`src/rtl/cv32e40x_instr_aligner.sv`:
```
// Halfword-granular instruction aligner: buffers 32-bit fetch words and hands out one
// compressed (zero-extended) or full 32-bit instruction per handshake, tracking its PC.
module cv32e40x_instr_aligner #(
  parameter int unsigned DEPTH = 3
) (
  input  logic        clk,
  input  logic        rst_n,
  input  logic        fetch_valid_i,
  output logic        fetch_ready_o,
  input  logic [31:0] fetch_rdata_i,
  input  logic        fetch_err_i,
  input  logic        branch_i,
  input  logic [31:0] branch_addr_i,
  output logic        instr_valid_o,
  input  logic        instr_ready_i,
  output logic [31:0] instr_rdata_o,
  output logic [31:0] instr_addr_o,
  output logic        instr_is_compressed_o,
  output logic        instr_bus_err_o
);

  localparam int unsigned PW = (DEPTH > 1) ? $clog2(DEPTH) : 1;
  localparam int unsigned CW = $clog2(DEPTH + 1);

  logic [31:0]      wordMem_q [DEPTH];
  logic [DEPTH-1:0] wordErr_q;
  logic [PW-1:0]    rdPtr_q, rdPtr_d;
  logic [PW-1:0]    wrPtr_q, wrPtr_d;
  logic [CW-1:0]    count_q, count_d;
  logic [31:1]      pc_q, pc_d;
  logic             halt_q, halt_d;

  logic [PW-1:0] rdPtrNext;
  logic [31:0]   w0, w1;
  logic          w0Err, w1Err;
  logic          w0Present, w1Present;
  logic [15:0]   hw;
  logic          push, pop, accept;

  function automatic logic [PW-1:0] ptrInc(input logic [PW-1:0] p);
    return (p == PW'(DEPTH - 1)) ? '0 : p + 1'b1;
  endfunction

  assign rdPtrNext = ptrInc(rdPtr_q);
  assign w0        = wordMem_q[rdPtr_q];
  assign w1        = wordMem_q[rdPtrNext];
  assign w0Err     = wordErr_q[rdPtr_q];
  assign w1Err     = wordErr_q[rdPtrNext];
  assign w0Present = (count_q != '0);
  assign w1Present = (count_q >= CW'(2));
  assign hw        = w0[31:16];

  assign fetch_ready_o = (count_q < CW'(DEPTH)) && !halt_q;
  assign push          = fetch_valid_i && fetch_ready_o && !branch_i;
  assign accept        = instr_valid_o && instr_ready_i && !branch_i;
  assign instr_addr_o  = {pc_q, 1'b0};

  // An erroneous head word is presented immediately, without waiting for a second word.
  always_comb begin
    instr_valid_o         = 1'b0;
    instr_rdata_o         = '0;
    instr_is_compressed_o = 1'b0;
    instr_bus_err_o       = 1'b0;
    if (w0Present && !halt_q) begin
      if (w0Err) begin
        instr_valid_o   = 1'b1;
        instr_bus_err_o = 1'b1;
        instr_rdata_o   = pc_q[1] ? {16'h0, hw} : w0;
      end else if (!pc_q[1]) begin
        instr_valid_o         = 1'b1;
        instr_is_compressed_o = (w0[1:0] != 2'b11);
        instr_rdata_o         = instr_is_compressed_o ? {16'h0, w0[15:0]} : w0;
      end else if (hw[1:0] != 2'b11) begin
        instr_valid_o         = 1'b1;
        instr_is_compressed_o = 1'b1;
        instr_rdata_o         = {16'h0, hw};
      end else if (w1Present) begin
        instr_valid_o   = 1'b1;
        instr_rdata_o   = {w1[15:0], hw};
        instr_bus_err_o = w1Err;
      end
    end
  end

  // Only a compressed instruction in the low half leaves the head word in place.
  always_comb begin
    pop     = 1'b0;
    pc_d    = pc_q;
    halt_d  = halt_q;
    if (branch_i) begin
      pc_d   = branch_addr_i[31:1];
      halt_d = 1'b0;
    end else if (accept) begin
      if (instr_bus_err_o) begin
        halt_d = 1'b1;
      end else begin
        pc_d = pc_q + (instr_is_compressed_o ? 31'd1 : 31'd2);
        pop  = pc_q[1] || !instr_is_compressed_o;
      end
    end
  end

  always_comb begin
    rdPtr_d = rdPtr_q;
    wrPtr_d = wrPtr_q;
    count_d = count_q;
    if (branch_i) begin
      rdPtr_d = '0;
      wrPtr_d = '0;
      count_d = '0;
    end else begin
      if (pop) begin
        rdPtr_d = rdPtrNext;
      end
      if (push) begin
        wrPtr_d = ptrInc(wrPtr_q);
      end
      case ({push, pop})
        2'b10:   count_d = count_q + 1'b1;
        2'b01:   count_d = count_q - 1'b1;
        default: count_d = count_q;
      endcase
    end
  end

  always_ff @(posedge clk or negedge rst_n) begin
    if (!rst_n) begin
      for (int i = 0; i < DEPTH; i++) begin
        wordMem_q[i] <= '0;
      end
      wordErr_q <= '0;
      rdPtr_q   <= '0;
      wrPtr_q   <= '0;
      count_q   <= '0;
      pc_q      <= '0;
      halt_q    <= 1'b0;
    end else begin
      rdPtr_q <= rdPtr_d;
      wrPtr_q <= wrPtr_d;
      count_q <= count_d;
      pc_q    <= pc_d;
      halt_q  <= halt_d;
      if (push) begin
        wordMem_q[wrPtr_q] <= fetch_rdata_i;
        wordErr_q[wrPtr_q] <= fetch_err_i;
      end
    end
  end

endmodule

```
`config.mk`:
```
export PLATFORM = sky130hd
export DESIGN_NAME = cv32e40x_instr_aligner
export DESIGN_NICKNAME = d
export VERILOG_FILES = /design/src/rtl/cv32e40x_instr_aligner.sv
export SDC_FILE = /design/constraint.sdc
export NUM_CORES = 1
export LEC_CHECK = 0
export BUFFER_PORTS_ARGS = -buffer_cell sky130_fd_sc_hd__buf_4
export CAP_MARGIN = 20
export CORE_ASPECT_RATIO = 1.1
export CORE_MARGIN = 2
export CORE_UTILIZATION = 50
export CTS_BUF_LIST = sky130_fd_sc_hd__clkbuf_16
export DETAILED_ROUTE_END_ITERATION = 7
export PLACE_DENSITY = 0.76
export SYNTH_ARGS = -nofsm -noshare
export SYNTH_HDL_FRONTEND = slang
export SYNTH_SLANG_ARGS = --single-unit
export TNS_END_PERCENT = 10
```
`constraint.sdc`:
```
create_clock -name clk -period 5.4 [get_ports clk]
set_clock_uncertainty 0.05 [all_clocks]
set_input_delay 0.81 -clock clk [delete_from_list [all_inputs] [get_ports clk]]
set_output_delay 0.81 -clock clk [all_outputs]
set_load 0.02 [all_outputs]
```
======== Word level (Yosys, flattened, before mapping) ========
Cells that the tools add are included.
Widths: inputs -> output; s select.
cells by class
  $lt $le $gt $ge ......................... 10
  mux-type cells .......................... 55
  add/subtract/negate cells ............... 5
  equal/unequal tests ..................... 7
  reductions and logical operators ........ 20
  $mul .................................... 0
  shift operators ......................... 0
  bitwise logic cells ..................... 3
  divide/modulo/power cells ............... 0
operators by type and width
  cell                 count
  $mux 32              10
  $bmux 32 s2          2
  $bwmux 96            1
  $mux 31              3
  $demux 32 s2         1
  $mux 16              2
  $add 31x2->31        1
  $mux 1               23
  $mux 2               8
  $reduce_bool 2->1    5
  $ge 3x3->1 const B   3
  $lt 2x3->1 const B   3
  $not 2->3            3
  $logic_and 1x1->1    8
  $add 2x1->2 const B  3
  $eq 2x2->1 const B   3
  $ne 2x2->1 const B   3
  $bmux 1 s2           2
  $pmux 2 s2           1
  $reduce_and 2->1     2
  $bwmux 3             1
  $logic_not 1->1      3
  $lt 3x1->1 const B   1
  $reduce_bool 3->1    1
  7 further kinds      7
storage, ports and cells
  word-level logic and storage cells ...... 109
  RAM bits ................................ 0
  bits in registers ....................... 137
  memory bits (read-only) ................. 0
  memories kept ........................... 0
  bits in latches ......................... 0

======== Depth between registers and ports, before layout ========
Gate-level depths: netlist of the first run.
  depth after elaboration ................. 17
  gate-level depth with buffers ........... 16
  depth with buffers taken out ............ 13

======== Worst setup path after synthesis of the first run ========
OpenSTA, ideal clock, no wires.
  kind .................................... reg2reg
  start point ............................. reg rdPtr_q[1]
  end point ............................... reg pc_q[23] (netlist name)
  stages on the path, launching flop included .. 15
  slack ................................... 1.503 ns
  data arrival time ....................... 3.723 ns
  setup time .............................. 0.124 ns
  required time ........................... 5.226 ns
  cell sequence ........................... dfrtp_1 buf_6 mux2i_1 a2bb2oi_2 o31ai_1 or3_1 inv_1 ha_1 inv_1 fa_1 and3b_1 nand2_1 or3_1 a221o_1 a211o_1
between the ends
  longest elaborated chain between the ends .. 14
RTL lines
  element                                      RTL line  RTL
  from (decl)                                  27        logic [PW-1:0] rdPtr_q, rdPtr_d;
  from (signal assigned)                       138       rdPtr_q <= rdPtr_d;
  $not 2->3 (implied by the code)              45        assign w0 = wordMem_q[rdPtr_q];
  $bmux 32 s2                                  45
  $mux 32 (implied by the code) (2 in series)  45
  $ne 2x2->1                                   73        end else if (hw[1:0] != 2'b11) begin
  $mux 1                                       73
  $mux 1                                       69        end else if (!pc_q[1]) begin
  $mux 1 *                                     65        if (w0Err) begin
  $mux 1 *                                     64        if (w0Present && !halt_q) begin
  net instr_is_compressed_o                    18        output logic instr_is_compressed_o,
  $mux 2 *                                     97        pc_d = pc_q + (instr_is_compressed_o ? 31'd1 : 31'd2);
  $add 31x2->31 *                              97
  $mux 31 *                                    94        if (instr_bus_err_o) begin
  $mux 31 *                                    93        end else if (accept) begin
  $mux 31 *                                    90        if (branch_i) begin
  to (signal assigned)                         141       pc_q <= pc_d;
  to (decl)                                    30        logic [31:1] pc_q, pc_d;
The timed path passes the listed nets; every way through them passes the cells marked *. The select of a mux whose other input is x is not followed.
A chain may end at the register's enable or synchronous reset.

======== Final worst setup path of the first run ========
  start point ............................. reg rdPtr_q[1]
  end point ............................... reg pc_q[23] (netlist name)
between the ends
  longest elaborated chain between the ends .. 14
RTL lines
  element                                      RTL line
  $not 2->3 (implied by the code)              45
  $bmux 32 s2                                  45
  $mux 32 (implied by the code) (2 in series)  45
  $ne 2x2->1                                   73
  $mux 1                                       73
  $mux 1                                       69
  $mux 1                                       65
  $mux 1                                       64
  $mux 2                                       97
  $add 31x2->31                                97
  $mux 31                                      94
  $mux 31                                      93
  $mux 31                                      90
Several ways; a longest one is shown, not always the timed one. The select of a mux whose other input is x is not followed.

==> summary.txt, run 1 <==
Finish
  – Multi-input gate area: 4610 sq um
  – Syn-to-layout area delta: 20.3%
  – Most common cell after layout, fill and taps aside: buf_4
  – Diodes inserted: 0
  – # nets final: 1004
  – Most frequent cells in the layout: buf_4 (152), dfrtp_1 (135), mux2_2 (100)
  – Fillers: 1409
  – Non-filler cells, final: 1147
  – Total area of sequential cells: 3430 sq um
  – Layout cell share with drive strength beyond 1: 34.6%

Detailed routing
  – 1st-iter DRT viols: 447
  – First drt pass iteration count: 5
  – Metal2 WL: 10400 um
  – Detail Route Antenna Nets: 0
  – Vias: 7085
  – Vias/cell: 6.18
  – WL final: 21700 um
  – Avg WL per Cell: 18.9 um
  – Residual DRC count: 0
  – Met3 wire length: 1080 um
  – M1 WL: 9640 um
  – Highest metal used: met4

Critical path
  – Largest stage delay, worst path: 0.70 ns
  – Worst setup SP type: register
  – CP max stage cell: dfrtp_2
  – CP endpoint kind: register
  – Largest fanout on the critical path: 23
  – Register-to-register setup slack: 0.77 ns
  – Worst path arrival time: 4.89 ns
  – WS Path Type: reg -> reg
  – CP cell instances: mux2i_1 -> a2bb2oi_2 -> o31ai_1 -> or3_1 -> inv_1 -> ha_1 -> inv_1 -> fa_1 -> and3b_1 -> nand2_1 -> or3_1 -> a221o_1 -> a211o_1
  – WP data required: 5.66 ns

Synth
  – Post-synth top area share: 40.8%
  – Synth Cell Area: 8410 sq um
  – Number of synthesized flops with an enable pin: 0
  – Ys async rst share: 100%
  – Synth Register Bits: 137
  – Primary FF master, synth: dfrtp_1
  – Post-Syn Area per Cell: 10.2 sq um
  – Top cells by area, synth: dfrtp_1 (41%), mux2_2 (13%), mux2i_1 (6.0%), nand3_1 (4.6%), nor2b_1 (2.5%)
  – Synth cell types: 73
  – Cell count after synthesis: 825
  – Post-synthesis mux area share: 19.6%
  – Post-synthesis simple-gate area fraction: 16.7%
  – Synth area leader: dfrtp_1
  – Adder-cell share of the synthesized area: 0.685%
  – Combinational family with the most area after synthesis: multiplexers
  – Sequential fraction of the synthesis area: 40.8%
  – Syn nets: 899
  – Warnings from Yosys: 0
  – Synth Area in Compound Gates: 17.6%
  – XOR/XNOR Fraction of Synth Area: 0.104%

Clock network
  – CTS Buffer Depth: 2
  – Clk Latency, worst-skew pair: 0.43 ns
  – Root Buffer: clkbuf_16
  – TritonCTS clock tree: built
  – PostCTS Resize Cnt: 0
  – Num CTS Buffers: 17
  – Post-CTS Setup Bufs: 0
  – H-tree depth: 4
  – Hold Buf Count CTS: 0
  – Clock sinks: 137
  – Worst-path clk slew: 0.06 ns

Timing
  – Count of pins over their slew limit: 0
  – Fin crit period: 4.63 ns
  – Final TNS setup: 0 ns
  – Slew of the pin with the lowest slew margin: 1.04 ns
  – Final setup fails: 0
  – Worst-case hold slack: 0.397 ns
  – Final hold vios: 0
  – Unrepaired setup endpoints after global routing: false
  – Final period utilization: 85.7%
  – Headroom to the max-slew limit: 30.9%
  – Max Freq: 0.216 GHz

Status
  – Status: finished, final reports clean

Place
  – Placer congestion estimate: 0.807
  – IO Port Bufs: 135
  – HPWL Detailed: 14200 um
  – DP Cell Count: 1114

Global routing
  – All-Layer GR Usage: 24.5%
  – Largest net degree at the start of global routing: 95
  – First-pass GRT wire length: 34700 um
  – Antenna violations before repair: 0
  – Number of global-route vias before repair: 6772
  – Congestion Overflow GR: 0

Floorplan
  – Die Area: 17900 sq um
  – Die height: 140 um
  – Io pins: 138
  – Row cnt: 49
  – Die W: 128 um
  – Core area: 16400 sq um
  – Initial Utilization: 51.2%

Pwr
  – Leakage power: 4.14 nW
  – Pwr dens: 544 nW/um^2
  – Maximum VDD drop: 309 uV

Run
  – MaxCap Viol Count: 0

Worst hold path
  – Worst min path class: in -> async
registers in the layout (all words and copies together), names as in the netlist:
name and flops:
wordMem_q 96, halt_q 1, pc_q 31, wrPtr_q 2
count_q 2, rdPtr_q 2, wordErr_q 3
final cells by class:
cell class	instances	share of cell area, %
multi-input cells	612	45.6
flip-flops and latches	137	33.9
repair buffers	153	11.4
clock buffers	17	4.21
well taps	204	2.52
clock inverters	15	2.03
inverters	9	0.334
cells by family after synthesis:
logic type | count (synthesis)
compound gates | 187
mux | 152
simple gates | 267
flops | 137
xor+xnor | 1
fa+ha+maj | 4
other cells | 1
buf+inv | 76
Yosys cell counts, types with 3 or more instances:
| cell | n |
|---|---|
| or4_1 | 3 |
| nand3_1 | 77 |
| or2_2 | 14 |
| a311oi_2 | 6 |
| a22o_1 | 7 |
| nand4_1 | 3 |
| a311oi_1 | 8 |
| nor2_1 | 38 |
| o21ai_1 | 6 |
| o211ai_1 | 8 |
| dfrtp_1 | 137 |
| buf_2 | 26 |
| nand4b_1 | 3 |
| a21o_1 | 3 |
| nand2b_1 | 4 |
| a211oi_1 | 21 |
| clkbuf_1 | 29 |
| a211o_1 | 12 |
| a21oi_1 | 30 |
| mux2_2 | 100 |
| buf_6 | 5 |
| nor4_1 | 3 |
| a221oi_1 | 13 |
| a2111o_1 | 6 |
| nor3b_1 | 4 |
| buf_4 | 5 |
| a21boi_0 | 8 |
| nand3b_1 | 7 |
| nand2_1 | 54 |
| nor3_1 | 5 |
| inv_1 | 7 |
| ha_1 | 3 |
| nor2b_1 | 33 |
| or3_1 | 5 |
| o21ai_0 | 26 |
| a22oi_1 | 6 |
| a2bb2oi_2 | 3 |
| and3_1 | 4 |
| mux2i_1 | 50 |
stage by stage:
step,power (mW),cell area [sq um],util (%),worst slack [ns]
2_1_floorplan,3.45,8410,-,1.50
3_3_place_gp,4.17,9470,57.6,0.904
3_5_place_dp,4.22,9470,57.6,0.812
4_1_cts,5.50,10100,61.5,0.768
5_1_grt,5.81,10100,61.5,0.506
6_report,5.50,10100,61.5,0.774
report_power, final:
part,internal (mW),switching (mW)
registers,1.40,0.340
logic,1.08,1.42
clock network,0.811,0.445
metal layers:
metal	GRT usage, %	up-vias
met5	0	-
met1	32.6	3519
met3	4.20	46
met2	39.9	228
met4	9.60	0
li1	-	3292
path summary, 6_finish.rpt:
kind,start,to,cells after the start
max in group asynchronous,rst_n,wordMem_q[70],2
setup reg to reg,rdPtr_q[1],pc_q[23],13
setup / recovery,rdPtr_q[1],pc_q[23],13
hold reg to reg,wordMem_q[80],wordMem_q[80],1
min in group clk,wordMem_q[80],wordMem_q[80],1
hold / removal,rst_n,pc_q[14],1
worst max-delay path: cells and delay by family (launching register included):
family,cells,cell delay [ns]
compound gates,4,1.12
flops,1,0.70
fa+ha+maj,2,0.62
buf+inv,2,0.21
mux,1,0.33
simple gates,4,1.48
Note: power is estimated with default switching activity, not from simulation.
==> run 2: changes to the inputs <==
- CORE_UTILIZATION: 50 -> 45
- PLACE_DENSITY: 0.76 -> 0.7
==> run 2 against run 1 <==
Non-clock buffer count did not move. Power decreased by 3.0%. Highest routed layer unchanged. Die area rose by 11%. Combinational power is essentially flat. Design area decreased by 0.24%. Setup slack lost 0.14 ns. Worst hold slack got worse by 0.039 ns. Critical endpoint unchanged. First-iteration DRC count decreased by 5.4%.
==> summary.txt, run 2 (synthesis gave the netlist of run 1 again) <==
Place
  – Setup WS pre-CTS: 0.649 ns (was 0.812 ns)
  – DP Cell Count: 1153 (was 1114)
  – HPWL Detailed: 14400 um (was 14200 um)
  – Placer congestion estimate: 0.796 (was 0.807)
  – IO Port Bufs: 135 (unchanged)
  – Placed cell area: 9520 sq um (was 9470 sq um)

Finish
  – Layout cell share with drive strength beyond 1: 34.9% (was 34.6%)
  – Final non-filler cell area: 10100 sq um (about the same)
  – Final core occ: 55.0% (was 61.5%)
  – Non-filler cells, final: 1186 (was 1147)
  – Syn-to-layout area delta: 20.0% (was 20.3%)
  – Reg with most FFs: wordMem_q (unchanged)
  – Largest regs: wordMem_q x96, pc_q x31, wordErr_q x3 (unchanged)
  – Most frequent cells in the layout: buf_4 (152), dfrtp_1 (135), mux2_2 (100) (unchanged)
  – Most common cell after layout, fill and taps aside: buf_4 (unchanged)
  – Multi-input gate area: 4610 sq um (unchanged)
  – Diodes inserted: 0 (unchanged)
  – Total area of sequential cells: 3430 sq um (unchanged)
  – Max reg flops: 96 (unchanged)
  – Fillers: 1656 (was 1409)
  – # nets final: 1004 (unchanged)

Global routing
  – All-Layer GR Usage: 22.8% (was 24.5%)
  – Congestion Overflow GR: 0 (unchanged)
  – Largest net degree at the start of global routing: 86 (was 95)
  – Number of global-route vias before repair: 6844 (was 6772)
  – Antenna violations before repair: 0 (unchanged)
  – First-pass GRT wire length: 35900 um (was 34700 um)

Timing
  – Slew of the pin with the lowest slew margin: 1.04 ns (about the same)
  – Final worst slack: 0.632 ns (was 0.774 ns)
  – Count of pins over their slew limit: 0 (unchanged)
  – Worst-case hold slack: 0.358 ns (was 0.397 ns)
  – Fin crit period: 4.77 ns (was 4.63 ns)
  – Final setup fails: 0 (unchanged)
  – Max Freq: 0.210 GHz (was 0.216 GHz)
  – Final hold vios: 0 (unchanged)
  – Final period utilization: 88.3% (was 85.7%)
  – Final TNS setup: 0 ns (unchanged)
  – Headroom to the max-slew limit: 30.5% (was 30.9%)
  – Unrepaired setup endpoints after global routing: false (unchanged)

Clock network
  – Root Buffer: clkbuf_16 (unchanged)
  – Clk Latency, worst-skew pair: 0.43 ns (about the same)
  – TritonCTS clock tree: built (unchanged)
  – PostCTS Resize Cnt: 0 (unchanged)
  – Worst-path clk slew: 0.06 ns (about the same)
  – Num CTS Buffers: 17 (unchanged)
  – H-tree depth: 4 (unchanged)
  – CTS Buffer Depth: 2 (unchanged)
  – Hold Buf Count CTS: 0 (unchanged)
  – Clock sinks: 137 (unchanged)
  – Post-CTS Setup Bufs: 0 (unchanged)

Pwr
  – Switching part of the total power: 42.2% (was 40.1%)
  – Overall Power: 5.34 mW (was 5.50 mW)
  – Switch Pwr: 2.25 mW (was 2.20 mW)
  – Comb power frac: 46.3% (was 45.5%)
  – Internal Power: 3.09 mW (was 3.29 mW)
  – Sequential Power Share: 32.9% (was 31.7%)
  – Leakage power: 4.10 nW (was 4.14 nW)
  – Pwr dens: 529 nW/um^2 (was 544 nW/um^2)
  – Clock network fraction of design power: 20.8% (was 22.8%)
  – Maximum VDD drop: 321 uV (was 309 uV)

Critical path
  – Largest fanout on the critical path: 27 (was 23)
  – Worst r2r path cells: 13 (unchanged)
  – Register-to-register setup slack: 0.63 ns (was 0.77 ns)
  – CP endpoint kind: register (unchanged)
  – WP data required: 5.66 ns (about the same)
  – Worst path arrival time: 5.03 ns (was 4.89 ns)
  – Worst setup SP type: register (unchanged)
  – R2R Path Start: rdPtr_q[1] (unchanged)
  – RR Endpoint: pc_q[23] (unchanged)
  – WS Path Type: reg -> reg (unchanged)

Detailed routing
  – Residual DRC count: 0 (unchanged)
  – Detail Route Antenna Nets: 0 (unchanged)
  – First drt pass iteration count: 5 (unchanged)
  – WL final: 22100 um (was 21700 um)
  – 1st-iter DRT viols: 423 (was 447)
  – Vias/cell: 5.89 (was 6.18)
  – Avg WL per Cell: 18.6 um (was 18.9 um)
  – Vias: 6989 (was 7085)

Floorplan
  – Row cnt: 52 (was 49)
  – Die height: 147 um (was 140 um)
  – Io pins: 138 (unchanged)
  – Core area: 18300 sq um (was 16400 sq um)
  – Die W: 134 um (was 128 um)
  – Die Area: 19800 sq um (was 17900 sq um)
  – Initial Utilization: 45.8% (was 51.2%)

Status
  – Status: finished, final reports clean (unchanged)

Worst hold path
  – Worst min path class: in -> async (unchanged)

Run
  – MaxCap Viol Count: 0 (unchanged)
-- run 2: cell types whose count changed in the layout (fill, tap and decap cells not counted), sizes merged --
cell      previous run  this run
clkinv               8         3
inv                 10        18
bufinv               5         0
clkinvlp             1         3
-- run 2: final cells by class --
type                            instances  share of cell area (%)
Clock buffer                           17                    4.22
Clock inverter                         15                    1.31
Inverter                                9                   0.335
Multi-Input combinational cell        612                    45.7
Sequential cell                       137                    34.0
Tap cell                              243                    3.01
Timing Repair Buffer                  153                    11.4
-- run 2: routing by layer --
layer	global-route usage, %	up-vias	routed length [um]
met2	37.8	183	10800
met1	29.9	3488	9720
li1	-	3297	-
met3	6.07	21	1360
met5	0	-	0
met4	5.37	0	205
-- run 2: critical path, cell delays in order (launching register included) --
cell and delay (ns):
dfrtp_2 0.80, mux2i_1 0.35, a2bb2oi_2 0.35, o31ai_1 0.14
or3_1 0.43, inv_1 0.15, ha_1 0.19, inv_1 0.05
fa_1 0.41, and3b_1 0.29, nand2_1 0.19, or3_1 0.61
a221o_1 0.36, a211o_1 0.26
-- run 2: power by group through the flow --
| stage | combinational (mW) | sequential (mW) | clock (mW) |
|---|---|---|---|
| 5_1_grt | 2.69 | 1.82 | 1.18 |
| 2_1_floorplan | 1.74 | 1.71 | 0 |
| 4_1_cts | 2.47 | 1.75 | 1.13 |
| 6_report | 2.47 | 1.76 | 1.11 |
| 3_5_place_dp | 2.46 | 1.76 | 0 |
| 3_3_place_gp | 2.42 | 1.74 | 0 |
-- run 2: how the worst max path moves through the flow --
stage | start | end | slack (ns) | cells after the start
after global placement | rdPtr_q[1] | pc_q[23] | 0.75 | 13
after CTS | rdPtr_q[1] | pc_q[23] | 0.64 | 13
after floorplan | rdPtr_q[1] | pc_q[23] | 1.50 | 14
after detailed placement | rdPtr_q[1] | pc_q[23] | 0.65 | 13
final | rdPtr_q[1] | pc_q[23] | 0.63 | 13
after global routing | rdPtr_q[1] | pc_q[23] | 0.37 | 13
==> run 3: changes to the inputs <==
- GPL_TIMING_DRIVEN: not set -> 0
==> run 3 against run 2 <==
First-iteration DRC count increased by 83%. Non-clock buffer count increased by 49. Clock power about the same. Highest routed layer unchanged.
==> summary.txt, run 3 (synthesis gave the netlist of run 1 again) <==
Pwr
  – Comb power frac: 48.1% (was 46.3%)
  – Leakage power: 4.21 nW (was 4.10 nW)
  – Switching part of the total power: 41.9% (was 42.2%)
  – Pwr dens: 533 nW/um^2 (was 529 nW/um^2)
  – Switch Pwr: 2.30 mW (was 2.25 mW)
  – Clock network fraction of design power: 20.4% (was 20.8%)
  – Maximum VDD drop: 307 uV (was 321 uV)
  – Internal Power: 3.19 mW (was 3.09 mW)
  – Sequential Power Share: 31.5% (was 32.9%)

Global routing
  – Antenna violations before repair: 0 (unchanged)
  – All-Layer GR Usage: 25.8% (was 22.8%)
  – First-pass GRT wire length: 39400 um (was 35900 um)
  – Number of global-route vias before repair: 7252 (was 6844)
  – Congestion Overflow GR: 0 (unchanged)
  – Largest net degree at the start of global routing: 70 (was 86)

Timing
  – Final period utilization: 81.2% (was 88.3%)
  – Final setup fails: 0 (unchanged)
  – Final hold vios: 0 (unchanged)
  – Fin crit period: 4.38 ns (was 4.77 ns)
  – Slew of the pin with the lowest slew margin: 0.738 ns (was 1.04 ns)
  – Headroom to the max-slew limit: 50.5% (was 30.5%)
  – Final TNS setup: 0 ns (unchanged)
  – Max Freq: 0.228 GHz (was 0.210 GHz)
  – Unrepaired setup endpoints after global routing: false (unchanged)
  – Count of pins over their slew limit: 0 (unchanged)

Clock network
  – CTS Buffer Depth: 2 (unchanged)
  – Worst-path clk slew: 0.06 ns (about the same)
  – Hold Buf Count CTS: 0 (unchanged)
  – H-tree depth: 4 (unchanged)
  – Clk Latency, worst-skew pair: 0.42 ns (was 0.43 ns)
  – Post-CTS Setup Bufs: 0 (unchanged)
  – Root Buffer: clkbuf_16 (unchanged)
  – Num CTS Buffers: 17 (unchanged)
  – PostCTS Resize Cnt: 0 (unchanged)
  – Clock sinks: 137 (unchanged)
  – TritonCTS clock tree: built (unchanged)

Finish
  – Reg with most FFs: wordMem_q (unchanged)
  – Total area of sequential cells: 3430 sq um (about the same)
  – Max reg flops: 96 (unchanged)
  – Diodes inserted: 0 (unchanged)
  – Most frequent cells in the layout: buf_4 (138), dfrtp_1 (137), mux2_2 (100) (was buf_4 (152), dfrtp_1 (135), mux2_2 (100))
  – Largest regs: wordMem_q x96, pc_q x31, wordErr_q x3 (unchanged)
  – Non-filler cells, final: 1234 (was 1186)
  – Most common cell after layout, fill and taps aside: buf_4 (unchanged)
  – # nets final: 1053 (was 1004)
  – Syn-to-layout area delta: 22.6% (was 20.0%)
  – Final non-filler cell area: 10300 sq um (was 10100 sq um)
  – Multi-input gate area: 4600 sq um (was 4610 sq um)
  – Fillers: 1643 (was 1656)
  – Layout cell share with drive strength beyond 1: 34.3% (was 34.9%)

Critical path
  – CP max stage cell: or3_1 (was dfrtp_2)
  – CP endpoint kind: register (unchanged)
  – CP cell instances: buf_6 -> mux2i_1 -> a2bb2oi_2 -> o31ai_1 -> or3_1 -> inv_1 -> ha_1 -> inv_1 -> fa_1 -> and3b_1 -> nand2_1 -> or3_1 -> buf_2 -> a221oi_1 -> nand3_1 (was mux2i_1 -> a2bb2oi_2 -> o31ai_1 -> or3_1 -> inv_1 -> ha_1 -> inv_1 -> fa_1 -> and3b_1 -> nand2_1 -> or3_1 -> a221o_1 -> a211o_1)
  – Worst setup SP type: register (unchanged)
  – WS Path Type: reg -> reg (unchanged)
  – WP data required: 5.65 ns (was 5.66 ns)
  – Largest fanout on the critical path: 10 (was 27)
  – Largest stage delay, worst path: 0.47 ns (was 0.80 ns)
  – Worst path arrival time: 4.63 ns (was 5.03 ns)

Place
  – Placer congestion estimate: 0.887 (was 0.796)
  – HPWL Detailed: 18000 um (was 14400 um)
  – Placed cell area: 9750 sq um (was 9520 sq um)
  – IO Port Bufs: 134 (was 135)
  – DP Cell Count: 1203 (was 1153)

Detailed routing
  – 1st-iter DRT viols: 774 (was 423)
  – Vias/cell: 6.06 (was 5.89)
  – Vias: 7479 (was 6989)
  – Avg WL per Cell: 20.5 um (was 18.6 um)
  – WL final: 25300 um (was 22100 um)
  – Residual DRC count: 0 (unchanged)
  – First drt pass iteration count: 6 (was 5)
  – Detail Route Antenna Nets: 0 (unchanged)

Worst hold path
  – Worst min path class: in -> async (unchanged)

Floorplan
  – Die height: 147 um (unchanged)
  – Initial Utilization: 45.8% (unchanged)
  – Die W: 134 um (unchanged)
  – Row cnt: 52 (unchanged)
  – Die Area: 19800 sq um (unchanged)
  – Io pins: 138 (unchanged)
  – Core area: 18300 sq um (unchanged)

Status
  – Status: finished, final reports clean (unchanged)

Run
  – MaxCap Viol Count: 0 (unchanged)
run 3: changes by cell type in the layout (fill, tap and decap cells not counted), moves of 3 or more:
cell	before	now
buf_4	152	138
clkinv_1	1	4
inv_6	5	1
buf_2	0	26
clkbuf_1	0	29
buf_6	1	6
inv_8	4	0
run 3: power by group through the flow:
stage | Combinational (mW) | Sequential (mW) | Clock [mW]
2_1_floorplan | 1.74 | 1.71 | 0
3_3_place_gp | 2.57 | 1.72 | 0
3_5_place_dp | 2.60 | 1.73 | 0
4_1_cts | 2.62 | 1.71 | 1.14
5_1_grt | 2.83 | 1.78 | 1.18
6_report | 2.64 | 1.73 | 1.12
run 3: cell type report:
type / instances / area share, %
multi-input cells: 612 / 44.7
flip-flops and latches: 137 / 33.3
repair buffers: 135 / 10.1
clock buffers: 17 / 4.13
plain buffers: 67 / 3.30
well taps: 243 / 2.95
clock inverters: 14 / 1.29
inverters: 9 / 0.328
run 3: worst max-delay path: cells and delay by family, from the launching register on:
kind / cells / cell delay (ns)
AOI/OAI and AO/OA: 3 / 0.79
adders and majority gates: 2 / 0.65
buffers and inverters: 4 / 0.62
DFF: 1 / 0.34
muxes: 1 / 0.30
and+or+nand+nor: 5 / 1.49
run 3: path summary, 6_finish.rpt:
check / slack (ns) / cells after the start / to / start
min reg2reg: 0.45 / 1 / wordMem_q[90] / wordMem_q[90]
max: 1.02 / 15 / pc_q[25] / rdPtr_q[1]
max in group asynchronous: 4.18 / 2 / wordMem_q[69] / rst_n
min in group clk: 0.45 / 1 / wordMem_q[90] / wordMem_q[90]
max reg2reg: 1.02 / 15 / pc_q[25] / rdPtr_q[1]
min: 0.31 / 1 / pc_q[14] / rst_n
run 3: routing by layer:
metal	track usage [%]	part of all wire (%)	vias up
met2	42.0	48	379
li1	-	-	3400
met1	33.3	41	3638
met4	11.1	3.1	0
met3	5.38	7.6	62
met5	0	0	-
run 3: stage by stage:
step           setup slack [ns]  power, mW  util (%)  hold slack, ns
2_1_floorplan              1.50       3.45         -           0.426
3_3_place_gp               1.11       4.29      53.0           0.436
3_5_place_dp               1.07       4.33      53.1           0.442
4_1_cts                    1.05       5.47      56.2           0.335
5_1_grt                   0.767       5.78      56.2           0.363
6_report                   1.02       5.49      56.2           0.314
